File: config.mk
export PLATFORM = sky130hd
export DESIGN_NAME = serial_adder
export DESIGN_NICKNAME = d
export VERILOG_FILES = /design/src/rtl/serial_adder_pkg.sv /design/src/rtl/serial_adder_fa_cell.sv /design/src/rtl/serial_adder.sv
export SDC_FILE = /design/constraint.sdc
export NUM_CORES = 1
export LEC_CHECK = 0
export ABC_AREA = 1
export BUFFER_PORTS_ARGS = -buffer_cell sky130_fd_sc_hd__buf_2
export CAP_MARGIN = 20
export CORE_MARGIN = 2
export CORE_UTILIZATION = 49
export DETAILED_ROUTE_END_ITERATION = 10
export PLACE_DENSITY = 0.74
export SLEW_MARGIN = 20
export SYNTH_ARGS = -nofsm -noshare
export SYNTH_HDL_FRONTEND = slang
export SYNTH_SLANG_ARGS = --single-unit
File: constraint.sdc
create_clock -name clk -period 1.2 [get_ports clk]
set_input_delay 0.3 -clock clk [delete_from_list [all_inputs] [get_ports clk]]
set_output_delay 0.3 -clock clk [all_outputs]
set_load 0.02 [all_outputs]
File: src/rtl/serial_adder_pkg.sv
`default_nettype none
// ============================================================================
//  Module      : serial_adder_pkg
//  Description : Shared constants for the bit-serial adder. Holds the FSM
//                state encoding and the default operand width.
//  Revision    : 1.0 - initial release
// ============================================================================
package serial_adder_pkg;

  // Default operand/result width in bits.
  localparam int DEFAULT_WIDTH = 8;

  // FSM state encoding.
  localparam logic [1:0] S_IDLE = 2'd0;
  localparam logic [1:0] S_RUN  = 2'd1;
  localparam logic [1:0] S_DONE = 2'd2;

endpackage
`default_nettype wire

File: src/rtl/serial_adder_fa_cell.sv
`default_nettype none
// ============================================================================
//  Module      : serial_adder_fa_cell
//  Description : Purely combinational 1-bit full adder. The single
//                arithmetic cell used by the bit-serial adder.
//  Ports       : a, b  - operand bits
//                ci    - carry in
//                s     - sum bit
//                co    - carry out (majority of a, b, ci)
//  Revision    : 1.0 - initial release
// ============================================================================
module serial_adder_fa_cell (
  input  logic a,
  input  logic b,
  input  logic ci,
  output logic s,
  output logic co
);

  assign s  = a ^ b ^ ci;
  assign co = (a & b) | (a & ci) | (b & ci);

endmodule
`default_nettype wire

File: src/rtl/serial_adder.sv
`default_nettype none
// ============================================================================
//  Module      : serial_adder
//  Description : Parametrised bit-serial adder. Adds A + B + Cin one bit per
//                clock, LSB first, through a single full-adder cell and a
//                carry flip-flop. Start/done handshake; results are held on
//                registered outputs until the next operation completes.
//  Ports       : clk   - rising-edge clock
//                rst_n - asynchronous active-low reset
//                start - request, sampled only in IDLE
//                A, B  - operands, captured on accepted start
//                Cin   - carry-in, captured on accepted start
//                busy  - high whenever the FSM is not IDLE
//                done  - one-cycle pulse, result valid
//                Sum   - registered sum
//                Cout  - carry-out of the MSB (unsigned overflow)
//                Ovf   - signed overflow (carry into MSB ^ carry out of MSB)
//  Revision    : 1.0 - initial release
// ============================================================================
module serial_adder
  import serial_adder_pkg::*;
#(
  parameter int WIDTH = DEFAULT_WIDTH,
  parameter int CNT_W = $clog2(WIDTH)
) (
  input  logic             clk,
  input  logic             rst_n,
  input  logic             start,
  input  logic [WIDTH-1:0] A,
  input  logic [WIDTH-1:0] B,
  input  logic             Cin,
  output logic             busy,
  output logic             done,
  output logic [WIDTH-1:0] Sum,
  output logic             Cout,
  output logic             Ovf
);

  localparam logic [CNT_W-1:0] CNT_LAST = CNT_W'(WIDTH - 1);
  localparam logic [CNT_W-1:0] CNT_ONE  = CNT_W'(1);

  logic [1:0]       state;
  logic [1:0]       next_state;
  logic [WIDTH-1:0] a_sr;
  logic [WIDTH-1:0] b_sr;
  logic [WIDTH-1:0] sum_sr;
  logic             carry;
  logic [CNT_W-1:0] cnt;

  logic             fa_s;
  logic             fa_co;
  logic             accept;
  logic             last_bit;

  // Single arithmetic cell: always looks at the current LSBs and carry.
  serial_adder_fa_cell u_fa_cell (
    .a  (a_sr[0]),
    .b  (b_sr[0]),
    .ci (carry),
    .s  (fa_s),
    .co (fa_co)
  );

  assign accept   = (state == S_IDLE) && start;
  assign last_bit = (state == S_RUN) && (cnt == CNT_LAST);

  // --------------------------------------------------------------------------
  // FSM: state register
  // --------------------------------------------------------------------------
  always_ff @(posedge clk or negedge rst_n) begin
    if (!rst_n) begin
      state <= S_IDLE;
    end else begin
      state <= next_state;
    end
  end

  // --------------------------------------------------------------------------
  // FSM: next-state logic
  // --------------------------------------------------------------------------
  always_comb begin
    next_state = state;
    case (state)
      S_IDLE:  if (start) next_state = S_RUN;
      S_RUN:   if (cnt == CNT_LAST) next_state = S_DONE;
      S_DONE:  next_state = S_IDLE;
      default: next_state = S_IDLE;
    endcase
  end

  // --------------------------------------------------------------------------
  // FSM: outputs (decoded from the state register only)
  // --------------------------------------------------------------------------
  always_comb begin
    busy = (state != S_IDLE);
    done = (state == S_DONE);
  end

  // --------------------------------------------------------------------------
  // Datapath: operand/sum shift registers, carry and bit counter
  // --------------------------------------------------------------------------
  always_ff @(posedge clk or negedge rst_n) begin
    if (!rst_n) begin
      a_sr   <= '0;
      b_sr   <= '0;
      sum_sr <= '0;
      carry  <= 1'b0;
      cnt    <= '0;
    end else if (accept) begin
      a_sr  <= A;
      b_sr  <= B;
      carry <= Cin;
      cnt   <= '0;
    end else if (state == S_RUN) begin
      a_sr   <= {1'b0, a_sr[WIDTH-1:1]};
      b_sr   <= {1'b0, b_sr[WIDTH-1:1]};
      // Sum bits enter at the MSB so after WIDTH shifts bit 0 is at the LSB.
      sum_sr <= {fa_s, sum_sr[WIDTH-1:1]};
      carry  <= fa_co;
      cnt    <= cnt + CNT_ONE;
    end
  end

  // --------------------------------------------------------------------------
  // Result registers: updated only on the final RUN edge, held otherwise
  // --------------------------------------------------------------------------
  always_ff @(posedge clk or negedge rst_n) begin
    if (!rst_n) begin
      Sum  <= '0;
      Cout <= 1'b0;
      Ovf  <= 1'b0;
    end else if (last_bit) begin
      Sum  <= {fa_s, sum_sr[WIDTH-1:1]};
      Cout <= fa_co;
      // On the MSB step the carry register still holds the carry into the MSB.
      Ovf  <= carry ^ fa_co;
    end
  end

endmodule
`default_nettype wire

# Yosys cells after proc, flatten, opt, wreduce, memory -nomap -nowiden
# Index checks and enable logic that the tools add are counted.
# totals
ff_bits,40
in_bits,20
output_inout_bits,12
word_cells,42
# classes
n_addsub,1
eq_ne,5
n_mux,11
bitwise,9
n_reduce_logical,7
# op_table
op,n
2-to-1 mux 8 bit,4
2-to-1 mux 3 bit,2
2-to-1 mux 2 bit,2
inequality test 2 bit (second input constant),2
one-hot mux 2 bit (2 select lines),1
AND reduction 2 bit,2
nonzero test 2 bit,2
adder 3 x 1 -> 3 bit (second input constant),1
AND 1 bit,3
== test 3 bit (second input constant),1
XOR 1 bit,3
== test 2 x 1 -> 1 bit (second input constant),1
== test 2 bit (second input constant),1
logical AND 1 bit,2
logical NOT 2 bit,1
2-to-1 mux 1 bit,2
OR 1 bit,2
inverter 1 bit,1

# Logic depth before layout (Yosys ltp)
# logic_depth
depth_word,5
depth_mapped,7
depth_no_buf,6

# By module
# From an unflattened synthesis, not the netlist that was laid out.
# hier_totals
hier_cells,225
hier_area_um2,1829.3
# modules_own_cells
module,instances,cells_each,area_per_inst_um2,seq_area_each_um2
serial_adder,1,224,1809.2,975.9
serial_adder_fa_cell,1,1,20.0,0.0

# Worst setup path after synthesis
# Ideal clock, no wire load.
# synth_path
path_type,reg-to-output
startpoint,reg state[1]
endpoint,out done
arrival_ps,953
t_required_ps,900
setup_slack_ps,-53
stages_incl_launch_ff,4
path_buffers,1
path_cell_list,dfrtp_1 -> inv_1 -> clkbuf_1 -> nor2_1
# synth_between
elab_chain_len,1
# synth_rtl
element,line,rtl
start: declaration,serial_adder.sv:42,logic [1:0] state;
start signal: assignment,serial_adder.sv:74,state <= next_state;
== test 2 bit,serial_adder.sv:96,done = (state == S_DONE);
end: declaration,serial_adder.sv:33,"output logic done,"
# No other way between the ends.

# Final worst setup path
# layout_path
startpoint,reg state[1]
endpoint,out busy
# layout_between
elab_chain_len,1
# layout_rtl
element,line,rtl
nonzero test 2 bit,serial_adder.sv:95,busy = (state != S_IDLE);
end: declaration,serial_adder.sv:32,"output logic busy,"
# No other way between the ends.

==> results.cfg <==
[critical_path]
ff2ff_setup_slack_ns = -0.13
crit_fanout = 2
crit_end = busy
startpoint = state[1]$_DFFE_PN0P_
crit_path_end_kind = primary output
critPathLaunchType = register
r2r-end = sum_sr[3]$_DFFE_PN0P_
worstReg2RegStart = state[0]$_DFFE_PN0P_
worstPathArrival_ns = 1.19
critPathKind = reg2out
rr_worst_depth = 5
crit_required_ns = 0.90

[synthesis]
synthFlopType = dfrtp_1
synth_mux_area_share_pct = 0
synth_cells = 221
synth_edf_count = 0
post-synth-top-area-cell = dfrtp_1
synth_top_cell_area_share_pct = 54.39
synthSimpleGateAreaFrac_pct = 32.50
synth_top_family_by_area = simple AND/OR/NAND/NOR gates
syn_area_per_cell_um2 = 8.119
ys_ff_latch = 39
yosysMostFrequentCell = nand2_1
synth_compound_area_share_pct = 2.510
netlist_area_um2 = 1794
yosysWarnings = 0
ys_async_sr_fraction_pct = 100.0
synth_fa_ha_area_share_pct = 2.510
synth_cell_types = 15
yosys.area_share.xor_xnor_pct = 0.4881
yosysSeqAreaShare_pct = 54.39
ys_top_cells_by_count = nand2_1, dfrtp_1, nand3_1
synth_nets = 244
ys_top_cells_by_area = dfrtp_1, nand2_1, nand3_1

[clocking]
htreeDepth = 2
cts_max_path_buffers = 2
path_clk_slew_ns = 0.12
clock_sinks = 39
root_buffer = clkbuf_4
cts_inserted_buffers = 5
clkLatencyLatePin_ns = 0.36
cts_tree = yes

[timing]
fin_ws_ns = -0.2851
rsz0062_at_grt = true
fin_tns_setup_ns = -2.939
fmax_ghz = 0.6733
finalClockSkew_ns = 0.01303
slew_viol_final = 0
setup_viol = 40
relSlewSlack_pct = 75.21
tightestPinTransition_ns = 0.3710
hold_violations = 0
finalCritPeriodShare_pct = 123.8
fin_crit_ns = 1.485

[outcome]
violations = negative setup slack
status = complete, but fails checks

[placement]
routabilityCongestion = 0.7556
postPlaceCellArea_um2 = 2101
io_buffers = 31
hpwl_um = 2629
dp_cells = 306
preCtsSetupSlack_ns = -0.01689

[grt]
grt_max_degree = 22
grt_usage_pct = 22.73
antenna_found_initial = 0
grt_pass1_wl_um = 7189
overflow = 0
grt_pass1_vias = 1594

[power]
peakVddDrop_mv = 1.044
p_int_mw = 3.848
power.leakage_nw = 1.394
p_sw_share_pct = 39.45
pwr-share-seq_pct = 36.6
p_clk_share_pct = 12.2
p_switching_mw = 2.507
power.density_nw_per_um2 = 2513
combPwrFrac_pct = 51.2

[routing]
drt-total-wl_um = 4341
dr.pass1.iters = 4
routed.top_layer = met4
wl_met2_um = 2124
drc = 0
wl_per_cell_um = 12.96
antenna_left = 0
wl_met3_um = 254
num_vias = 1652
drt_iter0_drc = 59
via_per_inst = 4.931
met1_length_um = 1874

[floorplan]
fp.dieW_um = 64.51
start_util_pct = 52.53
num_io_pins = 32
num_rows = 21
core_um2 = 3416
die_h_um = 64.51
die-area_um2 = 4162

[worst_hold_path]
hp-class = in2reg

[cells_and_area]
antennaDiodeCount = 0
syn_to_final_growth_pct = 40.93
fin_cells = 335
layout-drive-gt1-share_pct = 36.33
seq_area_um2 = 977.2
filler_cell_count = 241
utilization_pct = 74.03
multiInputGateArea_um2 = 778.2
design_area_um2 = 2529
nNetsFinal = 311

[job]
maxCapViolations = 0
layer usage:
| layer | vias up | track usage [%] |
|---|---|---|
| met1 | 771 | 28.95 |
| li1 | 822 | - |
| met5 | - | 0 |
| met3 | 11 | 5.208 |
| met4 | 0 | 12.77 |
| met2 | 48 | 35.81 |
timing repair:
item / CTS / global route
hold endpoints to repair: 10 / 0
buffers inserted: 8 / 11
pin swaps: 16 / 6
setup endpoints to repair: 31 / 50
hold buffers: 1 / 0
gates cloned: 2 / 1
gates resized for setup: 42 / 26
power by group through the flow:
stage	registers, mW	logic (mW)	clock network [mW]
floorplan	2.39	1.39	0
global route	2.40	3.62	0.851
finish	2.32	3.25	0.777
CTS	2.28	2.80	0.779
global placement	2.23	2.23	0
detailed placement	2.26	2.31	0
per-stage QoR:
step           power (mW)  hold slack (ns)
3_3_place_gp        4.457           0.2049
4_1_cts             5.856           0.1762
5_1_grt             6.873           0.1918
2_1_floorplan       3.781         0.004409
3_5_place_dp        4.566           0.2052
6_report            6.355           0.1641
worst max-delay path, cell delays in order (launching register included):
cell	delay, ns
dfrtp_1	0.42
buf_6	0.13
nor2_4	0.09
inv_2	0.05
buf_6	0.12
cells by family (layout without fill, tap and decap cells):
| family | Yosys count | count (layout) |
|---|---|---|
| AND/OR/NAND/NOR | 140 | 141 |
| flip-flops | 39 | 39 |
| buffers and inverters | 29 | 96 |
| AO/OA/AOI/OAI | 9 | 9 |
| adder cells (fa/ha/maj) | 3 | 3 |
| XOR/XNOR | 1 | 1 |
layout make-up:
cell class / instances / area share, %
Inverter: 18 / 2.672
Clock buffer: 8 / 2.721
Tap cell: 46 / 2.276
Multi-Input combinational cell: 154 / 30.78
Timing Repair Buffer: 70 / 22.91
Sequential cell: 39 / 38.64
worst min path at each step:
stage | slack, ns | startpoint | endpoint | depth (start not counted)
after global placement | 0.20 | rst_n | Sum[0]$_DFFE_PN0P_ | 1
after global routing | 0.19 | B[0] | b_sr[0]$_DFFE_PN0P_ | 3
after CTS | 0.18 | B[7] | b_sr[7]$_DFFE_PN0P_ | 3
final | 0.16 | A[7] | a_sr[7]$_DFFE_PN0P_ | 3
after floorplan | 0.004 | rst_n | Cout$_DFFE_PN0P_ | 0
after detailed placement | 0.21 | rst_n | Sum[0]$_DFFE_PN0P_ | 1
layout by cell type, fill, tap and decap left out:
cell type,instances
buf_12,1
buf_2,19
buf_4,26
buf_6,23
clkbuf_1,1
clkbuf_4,5
clkbuf_8,2
dfrtp_1,38
dfrtp_2,1
dlygate4sd3_1,1
fa_2,1
ha_2,1
ha_4,1
inv_1,14
inv_2,4
nand2_1,90
nand2_2,13
nand2_4,2
nand3_1,32
nor2_4,4
o21ai_0,6
o21ai_1,1
o21ai_2,1
o21ai_4,1
xor2_1,1
registers in the layout, indices dropped and copies added, names as in the netlist:
| register | cells |
|---|---|
| Sum | 8 |
| sum_sr | 7 |
| Ovf | 1 |
| a_sr | 8 |
| cnt | 3 |
| Cout | 1 |
| state | 2 |
| carry | 1 |
| b_sr | 8 |
Power figures use the tool's default switching activity.
